File: src/rtl/fetch_pkg.sv
// Shared types and sizing helpers for the instruction fetch unit.
package fetch_pkg;

  localparam int DEF_INSN_WIDTH = 32;
  localparam int DEF_ADDR_WIDTH = 32;

  // Bytes per instruction word, i.e. the PC step between sequential fetches.
  function automatic int insn_bytes(input int insn_width);
    return insn_width / 8;
  endfunction

  // Width of a counter that must hold every value from 0 up to depth.
  function automatic int cnt_width(input int depth);
    return $clog2(depth + 1);
  endfunction

  // One buffered instruction together with the address it was fetched from.
  typedef struct packed {
    logic [DEF_INSN_WIDTH-1:0] insn;
    logic [DEF_ADDR_WIDTH-1:0] pc;
  } fetch_entry_t;

endpackage

File: src/rtl/fetch_checker.sv
// Protocol and credit invariants of the fetch unit, kept out of the datapath.
module fetch_checker #(
  parameter int DEPTH = 4,
  parameter int CW    = 3
) (
  input logic          clk,
  input logic          reset_n,
  input logic          rsp_valid,
  input logic [CW-1:0] outstanding,
  input logic [CW-1:0] q_count
);

  // Memory may only answer requests it has accepted.
  a_rsp_has_request: assert property (@(posedge clk) disable iff (!reset_n)
    rsp_valid |-> (outstanding != '0));

  // In-flight plus buffered words never exceed the queue capacity.
  a_credit_bound: assert property (@(posedge clk) disable iff (!reset_n)
    (({1'b0, outstanding} + {1'b0, q_count}) <= (CW+1)'(DEPTH)));

endmodule

File: src/rtl/fetch_queue.sv
// Small synchronous FIFO of fetched instructions. The head entry comes
// straight out of the storage flops, so there is no combinational path from
// push data to the head outputs. Flush empties the queue in one cycle.
module fetch_queue
  import fetch_pkg::*;
#(
  parameter type entry_t = fetch_entry_t,
  parameter int  DEPTH   = 4
) (
  input  logic                        clk,
  input  logic                        reset_n,
  input  logic                        push_i,
  input  entry_t                      push_data_i,
  input  logic                        pop_i,
  input  logic                        flush_i,
  output entry_t                      head_o,
  output logic                        head_valid_o,
  output logic [cnt_width(DEPTH)-1:0] count_o
);

  localparam int PW = $clog2(DEPTH);
  localparam int CW = cnt_width(DEPTH);

  entry_t          mem_q [DEPTH];
  logic [PW-1:0]   rd_ptr_q, rd_ptr_d;
  logic [PW-1:0]   wr_ptr_q, wr_ptr_d;
  logic [CW-1:0]   count_q, count_d;
  logic            do_push;
  logic            do_pop;

  assign do_push = push_i & ~flush_i & (count_q != CW'(DEPTH));
  assign do_pop  = pop_i & (count_q != '0);

  // Pointer and occupancy next-state; flush wins over everything else.
  always_comb begin
    rd_ptr_d = rd_ptr_q;
    wr_ptr_d = wr_ptr_q;
    count_d  = count_q;
    if (flush_i) begin
      rd_ptr_d = '0;
      wr_ptr_d = '0;
      count_d  = '0;
    end else begin
      if (do_push) begin
        wr_ptr_d = wr_ptr_q + PW'(1);
      end else begin
        wr_ptr_d = wr_ptr_q;
      end
      if (do_pop) begin
        rd_ptr_d = rd_ptr_q + PW'(1);
      end else begin
        rd_ptr_d = rd_ptr_q;
      end
      case ({do_push, do_pop})
        2'b10:   count_d = count_q + CW'(1);
        2'b01:   count_d = count_q - CW'(1);
        default: count_d = count_q;
      endcase
    end
  end

  // Pointer and occupancy registers.
  always_ff @(posedge clk or negedge reset_n) begin
    if (!reset_n) begin
      rd_ptr_q <= '0;
      wr_ptr_q <= '0;
      count_q  <= '0;
    end else begin
      rd_ptr_q <= rd_ptr_d;
      wr_ptr_q <= wr_ptr_d;
      count_q  <= count_d;
    end
  end

  // Entry storage; cleared on reset so the head reads as zero out of reset.
  always_ff @(posedge clk or negedge reset_n) begin
    if (!reset_n) begin
      for (int i = 0; i < DEPTH; i++) begin
        mem_q[i] <= '0;
      end
    end else if (do_push) begin
      mem_q[wr_ptr_q] <= push_data_i;
    end
  end

  assign head_o       = mem_q[rd_ptr_q];
  assign head_valid_o = (count_q != '0);
  assign count_o      = count_q;

endmodule

File: src/rtl/insn_fetch.sv
// Instruction fetch unit: owns the fetch PC, issues in-order requests within
// the credit of the queue, tags returned words with their PC and handles
// redirects by flushing the queue and dropping responses still in flight.
module insn_fetch
  import fetch_pkg::*;
#(
  parameter int                    INSN_WIDTH  = 32,
  parameter int                    ADDR_WIDTH  = 32,
  parameter logic [ADDR_WIDTH-1:0] RESET_PC    = '0,
  parameter int                    QUEUE_DEPTH = 4
) (
  input  logic                  clk,
  input  logic                  reset_n,
  output logic                  imem_req_valid,
  input  logic                  imem_req_ready,
  output logic [ADDR_WIDTH-1:0] imem_req_addr,
  input  logic                  imem_rsp_valid,
  input  logic [INSN_WIDTH-1:0] imem_rsp_data,
  input  logic                  redirect_valid,
  input  logic [ADDR_WIDTH-1:0] redirect_pc,
  output logic                  insn_valid,
  input  logic                  insn_ready,
  output logic [INSN_WIDTH-1:0] insn,
  output logic [ADDR_WIDTH-1:0] insn_pc
);

  localparam int                    CW   = cnt_width(QUEUE_DEPTH);
  localparam logic [ADDR_WIDTH-1:0] STEP = ADDR_WIDTH'(insn_bytes(INSN_WIDTH));

  typedef struct packed {
    logic [INSN_WIDTH-1:0] insn;
    logic [ADDR_WIDTH-1:0] pc;
  } entry_t;

  logic                  req_valid_q, req_valid_d;
  logic [ADDR_WIDTH-1:0] req_addr_q, req_addr_d;
  logic [ADDR_WIDTH-1:0] rsp_pc_q, rsp_pc_d;
  logic [CW-1:0]         outstanding_q, outstanding_d;
  logic [CW-1:0]         discard_q, discard_d;

  logic                  accept;
  logic                  push;
  logic                  pop;
  logic [CW-1:0]         q_count;
  logic [CW-1:0]         q_count_next;
  logic [CW:0]           occ_next;
  logic                  q_valid;
  entry_t                q_head;
  entry_t                push_entry;

  assign accept = req_valid_q & imem_req_ready;
  assign pop    = q_valid & insn_ready;
  // A response is kept only when nothing is marked for discard and no
  // redirect is flushing the queue in this very cycle.
  assign push   = imem_rsp_valid & (discard_q == '0) & ~redirect_valid;

  assign push_entry.insn = imem_rsp_data;
  assign push_entry.pc   = rsp_pc_q;

  // In-flight count: +1 per accepted request, -1 per response (kept or not).
  always_comb begin
    outstanding_d = outstanding_q;
    case ({accept, imem_rsp_valid})
      2'b10:   outstanding_d = outstanding_q + CW'(1);
      2'b01:   outstanding_d = outstanding_q - CW'(1);
      default: outstanding_d = outstanding_q;
    endcase
  end

  // Discard count: a redirect marks everything still in flight for dropping.
  always_comb begin
    discard_d = discard_q;
    if (redirect_valid) begin
      discard_d = outstanding_d;
    end else if (imem_rsp_valid && (discard_q != '0)) begin
      discard_d = discard_q - CW'(1);
    end else begin
      discard_d = discard_q;
    end
  end

  // Request address and response-tag PC; both jump to the redirect target.
  always_comb begin
    req_addr_d = req_addr_q;
    rsp_pc_d   = rsp_pc_q;
    if (redirect_valid) begin
      req_addr_d = redirect_pc;
      rsp_pc_d   = redirect_pc;
    end else begin
      if (accept) begin
        req_addr_d = req_addr_q + STEP;
      end else begin
        req_addr_d = req_addr_q;
      end
      if (push) begin
        rsp_pc_d = rsp_pc_q + STEP;
      end else begin
        rsp_pc_d = rsp_pc_q;
      end
    end
  end

  // Queue occupancy after this cycle, mirrored here so the credit can be
  // registered instead of decoded combinationally from the counters.
  always_comb begin
    q_count_next = q_count;
    if (redirect_valid) begin
      q_count_next = '0;
    end else begin
      case ({push, pop})
        2'b10:   q_count_next = q_count + CW'(1);
        2'b01:   q_count_next = q_count - CW'(1);
        default: q_count_next = q_count;
      endcase
    end
  end

  assign occ_next    = {1'b0, outstanding_d} + {1'b0, q_count_next};
  assign req_valid_d = (occ_next < (CW+1)'(QUEUE_DEPTH));

  // Fetch-side state registers.
  always_ff @(posedge clk or negedge reset_n) begin
    if (!reset_n) begin
      req_valid_q   <= 1'b0;
      req_addr_q    <= RESET_PC;
      rsp_pc_q      <= RESET_PC;
      outstanding_q <= '0;
      discard_q     <= '0;
    end else begin
      req_valid_q   <= req_valid_d;
      req_addr_q    <= req_addr_d;
      rsp_pc_q      <= rsp_pc_d;
      outstanding_q <= outstanding_d;
      discard_q     <= discard_d;
    end
  end

  fetch_queue #(
    .entry_t (entry_t),
    .DEPTH   (QUEUE_DEPTH)
  ) u_queue (
    .clk          (clk),
    .reset_n      (reset_n),
    .push_i       (push),
    .push_data_i  (push_entry),
    .pop_i        (pop),
    .flush_i      (redirect_valid),
    .head_o       (q_head),
    .head_valid_o (q_valid),
    .count_o      (q_count)
  );

  fetch_checker #(
    .DEPTH (QUEUE_DEPTH),
    .CW    (CW)
  ) u_checker (
    .clk         (clk),
    .reset_n     (reset_n),
    .rsp_valid   (imem_rsp_valid),
    .outstanding (outstanding_q),
    .q_count     (q_count)
  );

  assign imem_req_valid = req_valid_q;
  assign imem_req_addr  = req_addr_q;
  assign insn_valid     = q_valid;
  assign insn           = q_head.insn;
  assign insn_pc        = q_head.pc;

endmodule
File: config.mk
export PLATFORM = sky130hd
export DESIGN_NAME = insn_fetch
export DESIGN_NICKNAME = d
export VERILOG_FILES = /design/src/rtl/fetch_pkg.sv /design/src/rtl/fetch_checker.sv /design/src/rtl/fetch_queue.sv /design/src/rtl/insn_fetch.sv
export SDC_FILE = /design/constraint.sdc
export NUM_CORES = 1
export LEC_CHECK = 0
export CAP_MARGIN = 20
export CORE_MARGIN = 1.5
export CORE_UTILIZATION = 50
export DETAILED_ROUTE_END_ITERATION = 8
export PLACE_DENSITY = 0.8
export SETUP_SLACK_MARGIN = 0.1
export SYNTH_ARGS = -nofsm -noshare
export SYNTH_HDL_FRONTEND = slang
export SYNTH_SLANG_ARGS = --single-unit
export TNS_END_PERCENT = 5
File: constraint.sdc
create_clock -name clk -period 2.3 [get_ports clk]
set_input_delay 0.69 -clock clk [delete_from_list [all_inputs] [get_ports clk]]
set_output_delay 0.69 -clock clk [all_outputs]
set_load 0.1 [all_outputs]
==> results.json, run 1 <==
{
  "cp-start-kind": "register",
  "clock_latency_ns": 0.52,
  "ys_types": 60,
  "regArea_sq_um": 8380,
  "synth.net_count": 1233,
  "start_util_pct": 51.1,
  "cp.required_ns": 1.61,
  "multiInputGateArea_sq_um": 7080,
  "power_density_nw_per_um2": 1490,
  "p_sw_mw": 13.2,
  "grt.total_usage_pct": 23.4,
  "drive_gt1_share_pct": 45.4,
  "initialDrtViolationCount": 503,
  "drt-vias-per-instance": 5.85,
  "power.total_mw": 30.9,
  "p_clk_share_pct": 19.5,
  "clock-root-buffer": "clkbuf_16",
  "rsz0062_at_grt": "true",
  "synth_ff_type": "dfrtp_1",
  "criticalPathCategory": "register to output port",
  "asyncSetResetFlopFracSynth_pct": 100,
  "vias": 10534,
  "cts_buffers": 37,
  "max-vdd-ir-drop_mv": 1.57,
  "antenna_found_initial": 0,
  "finalCritPeriodShare_pct": 120,
  "clock.fmax_ghz": 0.364,
  "min_period_ns": 2.75,
  "dieArea_sq_um": 32500,
  "grt_max_degree": 71,
  "finalNetCount": 1465,
  "grt_pass1_vias": 11347,
  "syn_to_final_growth_pct": 32.2,
  "yosys-top-cells-count": "dfrtp_1, mux2_2, mux4_2",
  "ys_seq_area_share_pct": 53.1,
  "synth.most_common_cell": "dfrtp_1",
  "setup-tns-final_ns": -26.07,
  "post_drt_wl_per_cell_microns": 20.6,
  "pwr-share-seq_pct": 26.4,
  "rows": 64,
  "final_cells": 1801,
  "wl_microns": 37100,
  "synth_area_leader_cell": "dfrtp_1",
  "drtAntennaViolNets": 0,
  "ios": 168,
  "cts_tree": "yes",
  "hold_viol": 0,
  "synth_warnings": 0,
  "comb_power_share_pct": 54.1,
  "min_path_type": "primary input to async pin",
  "grt_pass1_wl_microns": 60700,
  "dp_hpwl_microns": 24300,
  "h-tree-depth": 2,
  "violations": "DRC, setup timing",
  "placed_cells": 1726,
  "fin_skew_ns": 0.0106,
  "slew_headroom_pct": 48.7,
  "tightest_slew_ns": 0.770,
  "setup-violations-final": 65,
  "hold_buffers": 0,
  "die_w_microns": 180,
  "worstPathMaxFanout": 7,
  "switching_share_pct": 42.5,
  "status": "finished with violations",
  "crit_arrival_ns": 2.06,
  "drv_cap": 0,
  "p_leak_nw": 9.44,
  "synthCells": 1146,
  "core_area_sq_um": 30700,
  "cts.path.max_buffers": 3,
  "syn-cell-area_sq_um": 15700,
  "avgSynthCellArea_sq_um": 13.7,
  "p_int_mw": 17.8,
  "die_h_microns": 180,
  "fillers": 2102,
  "io_buffers": 167,
  "synthTopCellsByArea": "dfrtp_1, mux2_2, mux4_2, ha_1, clkbuf_1",
  "synth-edff-count": 0,
  "antennaDiodeCount": 0,
  "drc": 8,
  "first_pass_iters": 9,
  "gp_congestion": 0.838,
  "setup_ws_ns": -0.449,
  "worstSetupEndpointType": "output port",
  "grt_overflow_total": 0,
  "drv_slew": 0,
  "synth_top_area_share_pct": 53.1,
  "path_clk_slew_ns": 0.06,
  "clock_sinks": 334,
  "ys_seq_elements": 334
}
-- placed cells by master (no fill, tap or decap), drive strengths merged, types with 22 or more instances in the layout --
master and count:
buf 199, clkbuf 59, clkdlybuf4s50 66, dfrtp 334, inv 28, mux2 273, mux4 64, nand2 39
nand3 29, nor2 37, nor3 22
-- state kept, by name (all words and copies together) (netlist names) --
register	cells
discard_q	3
imem_req_valid	1
u_queue.rd_ptr_q	2
u_queue.count_o	3
imem_req_addr	32
rsp_pc_q	32
outstanding_q	3
u_queue.mem_q	256
u_queue.wr_ptr_q	2
-- metal layers --
metal | vias to the layer above | share of wire (%) | global-route usage (%)
met4 | 0 | 2.4 | 6.82
met1 | 5478 | 43 | 31.1
met2 | 232 | 51 | 40.4
li1 | 4763 | - | -
met5 | - | 0 | 0
met3 | 61 | 3.4 | 2.83
-- path summary, 6_finish.rpt --
kind                                startpoint            endpoint  slack [ns]  depth (start not counted)
min reg2reg                 u_queue.mem_q[120]  u_queue.mem_q[120]        0.50                          1
max in group asynchronous              reset_n      imem_req_valid        1.53                          2
max                        u_queue.rd_ptr_q[0]         insn_pc[17]       -0.45                          4
max reg2reg                       discard_q[1]      imem_req_valid       -0.03                         13
min in group clk            u_queue.mem_q[120]  u_queue.mem_q[120]        0.50                          1
min                                    reset_n  u_queue.mem_q[100]        0.06                          1
-- logic make-up after synthesis --
| group | count (synthesis) | synth area share (%) |
|---|---|---|
| XOR/XNOR | 29 | 1.70 |
| AND/OR/NAND/NOR | 221 | 7.69 |
| buffers and inverters | 104 | 2.69 |
| AO/OA/AOI/OAI | 101 | 4.47 |
| multiplexers | 339 | 28.8 |
| adder cells (fa/ha/maj) | 18 | 1.46 |
| flip-flops | 334 | 53.1 |
-- worst max-delay path: stages, from the launching register on --
cell,delay (ns)
dfrtp_4,0.47
buf_12,0.16
buf_12,0.14
mux4_2,0.57
buf_12,0.20
-- final cells by class --
| class | count | area share, % |
|---|---|---|
| clock inverter | 9 | 0.596 |
| multi-input combinational | 708 | 34.1 |
| sequential | 334 | 40.3 |
| tap | 396 | 2.38 |
| timing repair buffer | 268 | 16.7 |
| inverter | 29 | 0.554 |
| clock buffer | 57 | 5.40 |
-- per-stage QoR --
stage                     cell area [sq um]  setup WS, ns  hold WS [ns]  utilization (%)
after global placement                19300        -0.611         0.474             62.7
after detailed placement              19300        -0.757         0.482             62.7
final                                 20800        -0.449        0.0607             67.6
after CTS                             20700        -0.474        0.0640             67.2
after global routing                  20800        -0.477        0.0770             67.6
after floorplan                       15800       -0.0391         0.394                -
-- repair_timing --
action	in CTS	in global routing
endpoints found under the setup margin	73	77
gates resized for setup	17	10
cloned	2	2
buffers inserted	3	2
pin swaps	1	2
-- power by group through the flow --
| stage | clock network, mW | registers (mW) | logic, mW |
|---|---|---|---|
| floorplan | 0 | 8.51 | 10.2 |
| finish | 6.02 | 8.18 | 16.7 |
| detailed placement | 0 | 8.26 | 16.3 |
| CTS | 6.13 | 8.15 | 16.7 |
| global placement | 0 | 8.14 | 16.1 |
| global route | 6.37 | 8.36 | 17.3 |
Note: power is estimated with default switching activity, not from simulation.
==> inputs of run 2 (changes only) <==
- PLACE_DENSITY: 0.8 -> 0.77
- clock period: 2.3 -> 3.4 ns (I/O delays scaled with it)
==> run 2 against run 1 <==
  * Combinational power decreased by 37%
  * Utilization decreased by 3.2 points
  * Sequential power shrank 32%
  * Worst hold slack better by 0.39 ns
  * Largest cell class unchanged
  * The flow finishes with violations (DRC)
==> results.json, run 2 (synthesis results as in run 1) <==
{
  "status": "finished with violations",
  "violations": "DRC",
  "worstSetupEndpointType": "output port",
  "largest_register_ff_count": 256,
  "regMostFlops": "u_queue.mem_q",
  "grt_pass1_vias": 10728,
  "cp_cell_sequence": "buf_12 > mux4_2 > buf_12",
  "drive_gt1_share_pct": 40.4,
  "wl_microns": 35400,
  "drc": 12,
  "ios": 168,
  "rows": 64,
  "drt-vias-per-instance": 5.91,
  "finalCritPeriodShare_pct": 91.9,
  "layout_common_cells": "dfrtp_1, mux2_2, buf_12",
  "path_clk_slew_ns": 0.06,
  "cpMostUsedCell": "buf_12",
  "mostFrequentLayoutCell": "dfrtp_1",
  "p_leak_nw": 8.97,
  "multiInputGateArea_sq_um": 6980,
  "cp-start-kind": "register",
  "post_drt_wl_per_cell_microns": 20.4,
  "h-tree-depth": 2,
  "antennaDiodeCount": 0,
  "finalNetCount": 1398,
  "dp_hpwl_microns": 23000,
  "clock-root-buffer": "clkbuf_16",
  "grt_overflow_total": 0,
  "rsz0062_at_grt": "false",
  "tightest_slew_ns": 1.05,
  "cts_tree": "yes",
  "setup-tns-final_ns": 0,
  "initialDrtViolationCount": 618,
  "critPathMaxStageDelay_ns": 0.52,
  "start_util_pct": 51.1,
  "clock.fmax_ghz": 0.320,
  "cts.path.max_buffers": 3,
  "setup-violations-final": 0,
  "clock_latency_ns": 0.53,
  "clock_sinks": 334,
  "hold_viol": 0,
  "final_cells": 1734,
  "grt_max_degree": 75,
  "regArea_sq_um": 8370,
  "max-vdd-ir-drop_mv": 1.03,
  "min_period_ns": 3.13,
  "gp_congestion": 0.838,
  "core_area_sq_um": 30700,
  "grt.total_usage_pct": 22.3,
  "fin_skew_ns": 0.0201,
  "die_h_microns": 180,
  "placed_cells": 1666,
  "syn_to_final_growth_pct": 25.9,
  "io_buffers": 167,
  "die_w_microns": 180,
  "first_pass_iters": 7,
  "cp.required_ns": 2.38,
  "slew_headroom_pct": 29.4,
  "vias": 10254,
  "antenna_found_initial": 0,
  "dieArea_sq_um": 32500,
  "drv_slew": 0,
  "cp_slowest_cell": "dfrtp_4",
  "drtAntennaViolNets": 0,
  "holdWs_ns": 0.454,
  "fillers": 2261,
  "min_path_type": "primary input to async pin",
  "power_density_nw_per_um2": 1010,
  "crit_arrival_ns": 2.11,
  "criticalPathCategory": "register to output port",
  "grt_pass1_wl_microns": 58000,
  "cp-startpoint": "u_queue.rd_ptr_q[1]",
  "cts_buffers": 36,
  "drv_cap": 0,
  "reg2reg_from": "rsp_pc_q[5]",
  "reg2reg_depth": 4,
  "worstPathMaxFanout": 59
}
-- run 2: final timing paths --
path / slack (ns) / to
worst max-delay path: 0.27 / insn_pc[19]
worst min-delay path: 0.45 / rsp_pc_q[4]
worst max register to register: 0.68 / rsp_pc_q[31]
worst min register to register: 0.50 / u_queue.mem_q[121]
max in group asynchronous: 2.10 / rsp_pc_q[31]
min in group clk: 0.50 / u_queue.mem_q[121]
-- run 2: power breakdown --
part           switching (mW)  internal, mW  leakage [nW]
Combinational            6.47          4.07          4.04
Clock                    1.57          2.32         0.586
Sequential              0.648          4.93          4.34
Total                    8.69          11.3          8.97
-- run 2: cell type report --
cell class                      count  share of cell area (%)
Inverter                           29                   0.550
Tap cell                          396                    2.50
Clock inverter                      6                   0.430
Timing Repair Buffer              202                    13.5
Multi-Input combinational cell    708                    35.2
Sequential cell                   334                    42.2
Clock buffer                       59                    5.59
-- run 2: stage by stage --
step | power (mW) | setup slack (ns) | utilization (%) | cell area, sq um
6_report | 20.0 | 0.275 | 64.4 | 19800
5_1_grt | 20.8 | 0.194 | 64.4 | 19800
4_1_cts | 20.2 | 0.238 | 64.4 | 19800
3_5_place_dp | 16.2 | 0.0203 | 60.5 | 18600
3_3_place_gp | 16.0 | 0.0686 | 60.5 | 18600
2_1_floorplan | 12.5 | 0.257 | - | 15700
-- run 2: routing by layer --
| metal | routed length (microns) | global-route usage [%] | vias up |
|---|---|---|---|
| met3 | 1740 | 3.96 | 58 |
| met1 | 15400 | 30.2 | 5324 |
| met5 | 0 | 0 | - |
| li1 | - | - | 4626 |
| met4 | 748 | 5.88 | 0 |
| met2 | 17600 | 37.3 | 246 |
-- run 2: worst max-delay path, delay by kind of cell, from the launching register on --
kind | cells | cell delay, ns
buf+inv | 2 | 0.56
flops | 1 | 0.52
mux | 1 | 0.44
-- run 2: what timing repair did --
item                                    in CTS  in global routing
setup buffers                                3                  0
endpoints found under the setup margin      40                  0
resized for setup                            0                  0
hold buffers                                 0                  0
==> inputs of run 3 (changes only) <==
- REMOVE_ABC_BUFFERS: not set -> 1
==> run 3 against run 2 <==
  * The flow still finishes with violations (DRC)
  * Final cell count up 0.17%
  * Sequential power about the same
  * Register-to-register slack better by 0.03 ns
  * Die area unchanged
  * Worst setup slack worse by 0.076 ns
  * Critical path type unchanged
  * Worst hold slack worse by 0.024 ns
  * Clock power up 2%
  * Wire length up 3.7%
  * Global-route usage up 0.59 points
  * Clock skew down 0.0056 ns
  * Critical endpoint is now insn_pc[4]
  * Flip-flop and latch count unchanged
  * Combinational power about the same
==> results.json, run 3 (synthesis results as in run 1) <==
{
  "clock-root-buffer": "clkbuf_16",
  "grt.total_usage_pct": 22.9,
  "wl_microns": 36700,
  "worstSetupEndpointType": "output port",
  "min_path_type": "primary input to async pin",
  "drv_slew": 0,
  "cp-start-kind": "register",
  "slew_headroom_pct": 47.7,
  "first_pass_iters": 7,
  "cts.path.max_buffers": 3,
  "gp_congestion": 0.897,
  "core_area_sq_um": 30700,
  "rows": 64,
  "fin_skew_ns": 0.0145,
  "clock_sinks": 334,
  "grt_pass1_vias": 10589,
  "grt_max_degree": 96,
  "criticalPathCategory": "register to output port",
  "reg2reg_from": "discard_q[0]",
  "pwr-share-seq_pct": 27.9,
  "h-tree-depth": 2,
  "clock_latency_ns": 0.52,
  "cts_buffers": 37,
  "crit_arrival_ns": 2.18,
  "initialDrtViolationCount": 793,
  "io_buffers": 167,
  "reg2reg_slack_ns": 0.71,
  "cts_tree": "yes",
  "place_ws_ns": -0.0303,
  "drv_cap": 0,
  "p_sw_mw": 8.65,
  "clock.fmax_ghz": 0.312,
  "power_density_nw_per_um2": 1010,
  "multiInputGateArea_sq_um": 6980,
  "switching_share_pct": 43.1,
  "p_clk_share_pct": 19.8,
  "drive_gt1_share_pct": 40.6,
  "cp_cell_sequence": "buf_4 > mux4_2 > buf_12",
  "grt_overflow_total": 0,
  "drc": 20,
  "die_w_microns": 180,
  "antenna_found_initial": 0,
  "fillers": 2271,
  "hold_viol": 0,
  "dieArea_sq_um": 32500,
  "final_core_util_pct": 64.4,
  "violations": "DRC",
  "largest_register_ff_count": 256,
  "die_h_microns": 180,
  "path_clk_slew_ns": 0.06,
  "rsz0062_at_grt": "false",
  "comb_power_share_pct": 52.3,
  "p_int_mw": 11.4,
  "syn_to_final_growth_pct": 25.9,
  "ios": 168,
  "vias": 10397,
  "power.total_mw": 20.1,
  "start_util_pct": 51.1,
  "min_period_ns": 3.20,
  "r2r-end": "imem_req_valid",
  "finalCritPeriodShare_pct": 94.1,
  "regArea_sq_um": 8370,
  "critPathMaxStageDelay_ns": 0.72,
  "hold_buffers": 0,
  "status": "finished with violations",
  "cp_slowest_cell": "dfrtp_4",
  "mostFrequentLayoutCell": "dfrtp_1",
  "grt_pass1_wl_microns": 59000,
  "layout_common_cells": "dfrtp_1, mux2_2, buf_12",
  "setup-violations-final": 0,
  "post_drt_wl_per_cell_microns": 21.1,
  "worstPathMaxFanout": 22,
  "drt-vias-per-instance": 5.99,
  "setup-tns-final_ns": 0,
  "regMostFlops": "u_queue.mem_q",
  "max-vdd-ir-drop_mv": 0.915,
  "setup_ws_ns": 0.199,
  "finalNetCount": 1400,
  "reg2reg_depth": 10,
  "cp.required_ns": 2.38,
  "p_leak_nw": 8.97,
  "tightest_slew_ns": 0.784,
  "dp_hpwl_microns": 24000,
  "drtAntennaViolNets": 0
}
## run 3: cell types whose count changed in the layout (fill, tap and decap cells not counted)
cell	previous run	this run
clkinv_8	1	0
clkinvlp_4	0	1
buf_12	78	74
inv_16	1	0
clkbuf_8	12	11
diode_2	0	1
buf_4	55	60
clkbuf_1	11	9
clkinv_2	2	4
clkbuf_16	36	39
## run 3: area by class of cell
type,instances,area share (%)
antenna,1,0.0126
clock buffer,59,5.86
clock inverter,7,0.335
inverter,29,0.550
multi-input combinational,708,35.2
sequential,334,42.3
tap,396,2.50
timing repair buffer,203,13.2
## run 3: how the worst max path moves through the flow
stage,end,slack [ns],from
floorplan,insn[0],-1.15,u_queue.rd_ptr_q[0]
global placement,imem_req_valid,0.1,imem_req_ready
detailed placement,imem_req_valid,-0.03,imem_rsp_valid
CTS,insn_pc[4],0.18,u_queue.rd_ptr_q[1]
global route,insn_pc[4],0.14,u_queue.rd_ptr_q[1]
finish,insn_pc[4],0.20,u_queue.rd_ptr_q[1]
## run 3: what timing repair did
action	CTS	global route
buffers inserted	1	0
gates resized for setup	0	0
endpoints found under the setup margin	28	0
## run 3: critical path, delay by kind of cell, from the launching register on
kind	cells	cell delay [ns]
flops	1	0.72
buf+inv	2	0.53
mux	1	0.40
## run 3: power by group through the flow
stage          clock network [mW]  logic [mW]  registers [mW]
2_1_floorplan                   0        6.54            5.94
3_3_place_gp                    0        10.4            5.60
3_5_place_dp                    0        10.5            5.67
4_1_cts                      4.06        10.5            5.59
5_1_grt                      4.22        10.8            5.72
6_report                     3.98        10.5            5.60
## run 3: per-stage QoR
stage	hold WS [ns]	instance area, sq um	cells
after floorplan	0.453	15400	1071
after global placement	0.481	18600	1669
after detailed placement	0.486	18600	1669
after CTS	0.450	19800	1736
after global routing	0.459	19800	1736
final	0.430	19800	1737
## run 3: metal layers
metal | routed length (microns) | up-vias | share of wire (%) | global-route usage, %
met5 | 0 | - | 0 | 0
met2 | 17900 | 349 | 49 | 37.8
met1 | 15900 | 5372 | 43 | 31.9
met3 | 2310 | 54 | 6.3 | 3.82
li1 | - | 4622 | - | -
met4 | 624 | 0 | 1.7 | 5.11
